$ cat src/rtl/aes_inv_cipher_if.sv
// Handshake/data bundle for aes_inv_cipher: start/key_valid/round_keys in, data_out/busy/done back.
interface aes_inv_cipher_if #(
    parameter int Nr = 10
);
    logic                    start;
    logic [127:0]            data_in;
    logic                    key_valid;
    logic [(Nr+1)*128-1:0]   round_keys;
    logic [127:0]            data_out;
    logic                    busy;
    logic                    done;

    modport master (
        output start, data_in, key_valid, round_keys,
        input  data_out, busy, done
    );

    modport slave (
        input  start, data_in, key_valid, round_keys,
        output data_out, busy, done
    );
endinterface

$ cat src/rtl/aes_inv_cipher.sv
// Iterative AES InvCipher, one round per clock, AES-128/192/256 by parameter.
// Optional AES_DEC_ZEROIZE_EN: clears the state register at FINAL and data_out on accept.
module aes_inv_cipher #(
    parameter int Nk = 4,
    parameter int Nr = 10
) (
    input  logic             clk,
    input  logic             rst,
    aes_inv_cipher_if.slave  bus
);

    localparam int RW = $clog2(Nr + 1);

    if (Nr != Nk + 6) begin : g_cfg_check
        $error("aes_inv_cipher: Nr must equal Nk+6");
    end

    localparam logic [2047:0] INV_SBOX = {
        128'h52096ad53036a538bf40a39e81f3d7fb,
        128'h7ce339829b2fff87348e4344c4dee9cb,
        128'h547b9432a6c2233dee4c950b42fac34e,
        128'h082ea16628d924b2765ba2496d8bd125,
        128'h72f8f66486689816d4a45ccc5d65b692,
        128'h6c704850fdedb9da5e154657a78d9d84,
        128'h90d8ab008cbcd30af7e45805b8b34506,
        128'hd02c1e8fca3f0f02c1afbd0301138a6b,
        128'h3a9111414f67dcea97f2cfcef0b4e673,
        128'h96ac7422e7ad3585e2f937e81c75df6e,
        128'h47f11a711d29c5896fb7620eaa18be1b,
        128'hfc563e4bc6d279209adbc0fe78cd5af4,
        128'h1fdda8338807c731b11210592780ec5f,
        128'h60517fa919b54a0d2de57a9f93c99cef,
        128'ha0e03b4dae2af5b0c8ebbb3c83539961,
        128'h172b047eba77d626e169146355210c7d
    };

    typedef enum logic [1:0] {IDLE, ROUND, FINAL} fsm_t;

    fsm_t            fsm;
    logic [127:0]    state;
    logic [RW-1:0]   rnd;
    logic [127:0]    data_out_q;
    logic            busy_q;
    logic            done_q;

    logic [127:0]    rk_cur;
    logic [127:0]    key_add;
    logic [127:0]    round_out;

    function automatic logic [7:0] gf_mul(input logic [7:0] a, input logic [7:0] b);
        logic [7:0] p;
        logic [7:0] x;
        p = '0;
        x = a;
        for (int unsigned i = 0; i < 8; i++) begin
            if (b[i]) p = p ^ x;
            x = {x[6:0], 1'b0} ^ (x[7] ? 8'h1b : 8'h00);
        end
        return p;
    endfunction

    function automatic logic [127:0] inv_shift_rows(input logic [127:0] s);
        logic [127:0] o;
        o = '0;
        // column c of row r takes the byte from column c-r (right rotation)
        for (int unsigned c = 0; c < 4; c++) begin
            for (int unsigned r = 0; r < 4; r++) begin
                o[127-32*c-8*r -: 8] = s[127-32*((c+4-r)%4)-8*r -: 8];
            end
        end
        return o;
    endfunction

    function automatic logic [127:0] inv_sub_bytes(input logic [127:0] s);
        logic [127:0] o;
        o = '0;
        for (int unsigned i = 0; i < 16; i++) begin
            o[127-8*i -: 8] = INV_SBOX[2047-8*int'(s[127-8*i -: 8]) -: 8];
        end
        return o;
    endfunction

    function automatic logic [127:0] inv_mix_columns(input logic [127:0] s);
        logic [127:0] o;
        logic [7:0]   a0, a1, a2, a3;
        o = '0;
        for (int unsigned c = 0; c < 4; c++) begin
            a0 = s[127-32*c -: 8];
            a1 = s[119-32*c -: 8];
            a2 = s[111-32*c -: 8];
            a3 = s[103-32*c -: 8];
            o[127-32*c -: 8] = gf_mul(a0, 8'h0e) ^ gf_mul(a1, 8'h0b) ^ gf_mul(a2, 8'h0d) ^ gf_mul(a3, 8'h09);
            o[119-32*c -: 8] = gf_mul(a0, 8'h09) ^ gf_mul(a1, 8'h0e) ^ gf_mul(a2, 8'h0b) ^ gf_mul(a3, 8'h0d);
            o[111-32*c -: 8] = gf_mul(a0, 8'h0d) ^ gf_mul(a1, 8'h09) ^ gf_mul(a2, 8'h0e) ^ gf_mul(a3, 8'h0b);
            o[103-32*c -: 8] = gf_mul(a0, 8'h0b) ^ gf_mul(a1, 8'h0d) ^ gf_mul(a2, 8'h09) ^ gf_mul(a3, 8'h0e);
        end
        return o;
    endfunction

    // In FINAL rnd is 0, so the same key-add path produces the plaintext.
    always_comb begin
        rk_cur    = bus.round_keys[(Nr - int'(rnd))*128 +: 128];
        key_add   = inv_sub_bytes(inv_shift_rows(state)) ^ rk_cur;
        round_out = inv_mix_columns(key_add);
    end

    always_ff @(posedge clk) begin
        if (rst) begin
            fsm        <= IDLE;
            state      <= '0;
            rnd        <= '0;
            data_out_q <= '0;
            busy_q     <= 1'b0;
            done_q     <= 1'b0;
        end else begin
            done_q <= 1'b0;
            unique case (fsm)
                IDLE: begin
                    if (bus.start && bus.key_valid) begin
                        state  <= bus.data_in ^ bus.round_keys[127:0];
                        rnd    <= RW'(Nr - 1);
                        busy_q <= 1'b1;
                        fsm    <= (Nr == 1) ? FINAL : ROUND;
`ifdef AES_DEC_ZEROIZE_EN
                        data_out_q <= '0;
`endif
                    end
                end
                ROUND: begin
                    state <= round_out;
                    rnd   <= rnd - RW'(1);
                    if (rnd == RW'(1)) fsm <= FINAL;
                end
                FINAL: begin
                    data_out_q <= key_add;
                    done_q     <= 1'b1;
                    busy_q     <= 1'b0;
                    fsm        <= IDLE;
`ifdef AES_DEC_ZEROIZE_EN
                    state      <= '0;
`endif
                end
                default: fsm <= IDLE;
            endcase
        end
    end

    assign bus.data_out = data_out_q;
    assign bus.busy     = busy_q;
    assign bus.done     = done_q;

endmodule

$ cat src/flat_wrapper.sv
// flat-port wrapper written by rule: the top's interface ports become plain ports
module aes_inv_cipher_flat 
#(
    parameter int Nk = 4,
    parameter int Nr = 10
)
  (clk, rst, bus_start, bus_data_in, bus_key_valid, bus_round_keys, bus_data_out, bus_busy, bus_done);
  aes_inv_cipher_if #(.Nr(Nr)) bus_i ();
  input  logic clk;
  input  logic rst;
  input wire logic [$bits(bus_i.start)-1:0] bus_start;
  input wire logic [$bits(bus_i.data_in)-1:0] bus_data_in;
  input wire logic [$bits(bus_i.key_valid)-1:0] bus_key_valid;
  input wire logic [$bits(bus_i.round_keys)-1:0] bus_round_keys;
  output wire logic [$bits(bus_i.data_out)-1:0] bus_data_out;
  output wire logic [$bits(bus_i.busy)-1:0] bus_busy;
  output wire logic [$bits(bus_i.done)-1:0] bus_done;
  assign bus_i.start = bus_start;
  assign bus_i.data_in = bus_data_in;
  assign bus_i.key_valid = bus_key_valid;
  assign bus_i.round_keys = bus_round_keys;
  assign bus_data_out = bus_i.data_out;
  assign bus_busy = bus_i.busy;
  assign bus_done = bus_i.done;
  aes_inv_cipher #(.Nk(Nk), .Nr(Nr)) u_core (.clk(clk), .rst(rst), .bus(bus_i));
endmodule
$ cat config.mk
export PLATFORM = sky130hd
export DESIGN_NAME = aes_inv_cipher_flat
export DESIGN_NICKNAME = d
export VERILOG_FILES = /design/src/rtl/aes_inv_cipher_if.sv /design/src/rtl/aes_inv_cipher.sv /design/src/flat_wrapper.sv
export SDC_FILE = /design/constraint.sdc
export NUM_CORES = 2
export LEC_CHECK = 0
export CAP_MARGIN = 0
export CORE_AREA = 2 2 648 650
export DETAILED_ROUTE_END_ITERATION = 10
export DIE_AREA = 0 0 650 652
export GPL_ROUTABILITY_DRIVEN = 0
export PLACE_DENSITY = 0.41
export SETUP_SLACK_MARGIN = 0.4
export SYNTH_ARGS = -nofsm -noshare
export SYNTH_HDL_FRONTEND = slang
export SYNTH_SLANG_ARGS = --single-unit
$ cat constraint.sdc
create_clock -name clk -period 6.78 [get_ports clk]
set_clock_uncertainty 0.05 [all_clocks]
set_input_delay 0.678 -clock clk [delete_from_list [all_inputs] [get_ports clk]]
set_output_delay 0.678 -clock clk [all_outputs]
set_load 0.005 [all_outputs]
==> metrics.csv <==
stage;metric;value;unit
placement;place_hpwl;620700;um
job;maxCapViolCount;0;
yosys;synth-main-ff-cell;dfxtp_1;
min_path;min_path_cells;2;
finish;mostFrequentLayoutCells;1668 x clkdlybuf4s50_1, 1108 x nand2_1, 1001 x a21oi_1;
critical_path;worstPathArrival;6.59;ns
drt;dr.pass1.iters;9;
critical_path;r2r_start;u_core.rnd[0];
critical_path;rr_worst_depth;14;
clock_network;hold_buffers;0;
grt;grt_max_degree;137;
timing;rsz0062_at_grt;no;
clock_network;htreeDepth;2;
grt;grt_pass1_wl;1013000;um
drt;avgViaCountPerCell;5.999;
yosys;synth_edf_count;0;
critical_path;endpoint_kind;flip-flop;
floorplanning;core;0.4160;mm^2
clock_network;post_cts_buffers;0;
floorplanning;initial_core_util;22.08;%
drt;wl;769500;um
yosys;yosys_warnings;0;
finish;nNetsFinal;15320;
finish;fillers;45750;
floorplanning;rows;237;
timing;fin_tns_setup;0;ns
outcome;status;complete, no violations;
drt;ant_nets;0;
yosys;ys_types;116;
clock_network;post_cts_resized;0;
grt;antenna_found_initial;331;
drt;drc;0;
critical_path;worstSetupPathType;reg -> reg;
critical_path;rrSetupSlack;0.73;ns
critical_path;cp_max_fo;57;
yosys;netlist_instances;12320;
yosys;async_flop_share;0;%
clock_network;path_clk_slew;0.07;ns
timing;clock.fmax;165.4;MHz
clock_network;cts_tree;yes;
yosys;avgSynthCellArea;7.458;um^2
finish;drive_gt1_share;12.01;%
timing;fin_crit_sh;89.17;%
clock_network;cts_root_buf;clkbuf_16;
placement;io_buffers;1669;
yosys;synth-seq-cells;264;
placement;placed_area;0.1142;mm^2
clock_network;clkLatencyLatePin;0.72;ns
yosys;syn_area;0.09186;mm^2
grt;grt_pass1_vias;106400;
timing;tightest_slew;1.345;ns
timing;slew_headroom;9.369;%
finish;area.growth.synth_to_final;26.92;%
clock_network;numCtsBuffers;43;
timing;setup_viol;0;
timing;finalCriticalPeriod;6.046;ns
min_path;hold_path.class;in -> reg;
timing;drv_slew;0;
critical_path;critPathRequiredTime;7.32;ns
grt;grt_usage;34.42;%
drt;wl_per_cell;40.06;um
critical_path;r2r_end;u_core.state[19];
finish;fin_util;28.02;%
finish;fin_area;0.1166;mm^2
grt;overflow;0;
clock_network;cts.sinks;264;
drt;drt-initial-drc-count;18140;
yosys;syn-num-nets;14320;
min_path;hold_start;rst;
drt;routed-via-count;115200;
timing;hold_viol;0;
floorplanning;die_area;0.4238;mm^2
floorplanning;die_h;652;um
floorplanning;pin_count;1670;
yosys;ys_seq_area_share;5.753;%
min_path;hold_end;u_core.bus.data_out[56];
critical_path;worst_setup_path_start_kind;flip-flop;
floorplanning;die_x;650;um
clock_network;cts_buffer_depth;3;
finish;layout_commonest_cell;clkdlybuf4s50_1;
cell type report:
class,instances,area (um^2),share of cell area (%)
clock inverter,14,188.9,0.1621
multi-input combinational,10430,78850,67.63
tap,5497,6878,5.899
antenna,362,905.9,0.7770
inverter,223,837.1,0.7180
timing repair buffer,2350,22210,19.05
clock buffer,66,1296,1.112
sequential,264,5423,4.651
routing by layer:
metal / vias up / wire length (um) / global-route usage [%]
met1: 56530 / 288100 / 41.50
li1: 48720 / - / -
met5: - / 912 / 0
met4: 142 / 72130 / 26.64
met2: 8188 / 324700 / 51.12
met3: 1654 / 83630 / 10.28
worst max-delay path, stage by stage (launching register included):
cell      delay (ns)
dfxtp_4         0.36
inv_1           0.44
ha_4            0.52
buf_12          0.38
mux2i_1         0.15
nor2_1          0.12
a21oi_1         0.08
nor3_2          0.96
o21ai_0         0.51
xor2_1          0.34
xnor2_1         0.83
xor3_1          0.52
xnor2_1         0.21
xnor2_1         0.10
a211oi_1        0.22
sequential cells by signal, indices dropped and copies added (netlist names):
name                 cells
u_core.state           128
u_core.bus.busy          1
u_core.bus.done          1
u_core.bus.data_out    128
u_core.fsm               2
u_core.rnd               4
cell usage after synthesis (53+ instances only):
master | instances | area, um^2
nand2_1 | 1108 | 4159
a21oi_1 | 1001 | 5010
nor2_1 | 935 | 3510
o21ai_0 | 673 | 3368
xnor2_1 | 663 | 5807
clkbuf_1 | 601 | 2256
buf_2 | 470 | 2352
ha_1 | 452 | 5655
mux4_2 | 409 | 9211
a211oi_1 | 376 | 2823
nand2b_1 | 353 | 2208
nor3_1 | 346 | 1732
nor2b_1 | 312 | 1952
dfxtp_1 | 264 | 5285
mux2i_1 | 259 | 2592
a31oi_1 | 237 | 1483
xor2_1 | 232 | 2032
o211ai_1 | 220 | 1652
nand3_1 | 217 | 1086
a311oi_1 | 192 | 1682
inv_1 | 179 | 671.9
buf_4 | 172 | 1291
o311ai_0 | 141 | 1235
o31ai_1 | 140 | 1051
o22ai_1 | 125 | 782.0
a221oi_1 | 117 | 1025
o221ai_1 | 108 | 945.9
and2_1 | 102 | 638.1
xnor3_1 | 95 | 2140
or2_2 | 86 | 538.0
buf_6 | 77 | 867.1
or3_1 | 77 | 481.7
and3_1 | 71 | 444.2
buf_1 | 69 | 259.0
mux2_2 | 68 | 765.7
a211o_1 | 63 | 551.8
a2111oi_0 | 62 | 543.0
o32ai_1 | 60 | 525.5
a21o_1 | 59 | 442.9
nor3b_1 | 57 | 427.9
o21a_1 | 53 | 397.9
how the worst max path moves through the flow:
stage,depth (start not counted),start,slack [ns],to
after CTS,14,u_core.rnd[0],0.87,u_core.state[19]
after global placement,15,u_core.state[16],0.96,u_core.state[121]
after detailed placement,14,u_core.rnd[0],0.96,u_core.state[19]
after floorplan,18,u_core.state[17],1.64,u_core.state[107]
final,14,u_core.rnd[0],0.73,u_core.state[19]
after global routing,15,u_core.state[16],0.56,u_core.state[121]
through the flow:
| stage | worst slack (ns) | std cells | hold slack [ns] |
|---|---|---|---|
| final | 0.7340 | 19210 | 0.3323 |
| after global routing | 0.5558 | 19130 | 0.3323 |
| after global placement | 0.9552 | 18770 | 0.3945 |
| after detailed placement | 0.9555 | 18770 | 0.3964 |
| after floorplan | 1.645 | 12320 | 0.4027 |
| after CTS | 0.8701 | 18850 | 0.2952 |
logic make-up (layout without fill, tap and decap cells):
family,count (synthesis),count (layout),share of synthesized area (%)
AO/OA/AOI/OAI,4278,4278,32.18
XOR/XNOR,1101,1101,13.09
adder cells (fa/ha/maj),461,461,6.353
buffers and inverters,1620,2653,8.698
flip-flops,264,264,5.753
multiplexers,738,738,13.71
other,0,362,0
AND/OR/NAND/NOR,3855,3855,20.23
Power is left out: the tool's default activity adds up to more than one toggle a clock period on the data nets, which glitch-free logic cannot reach.
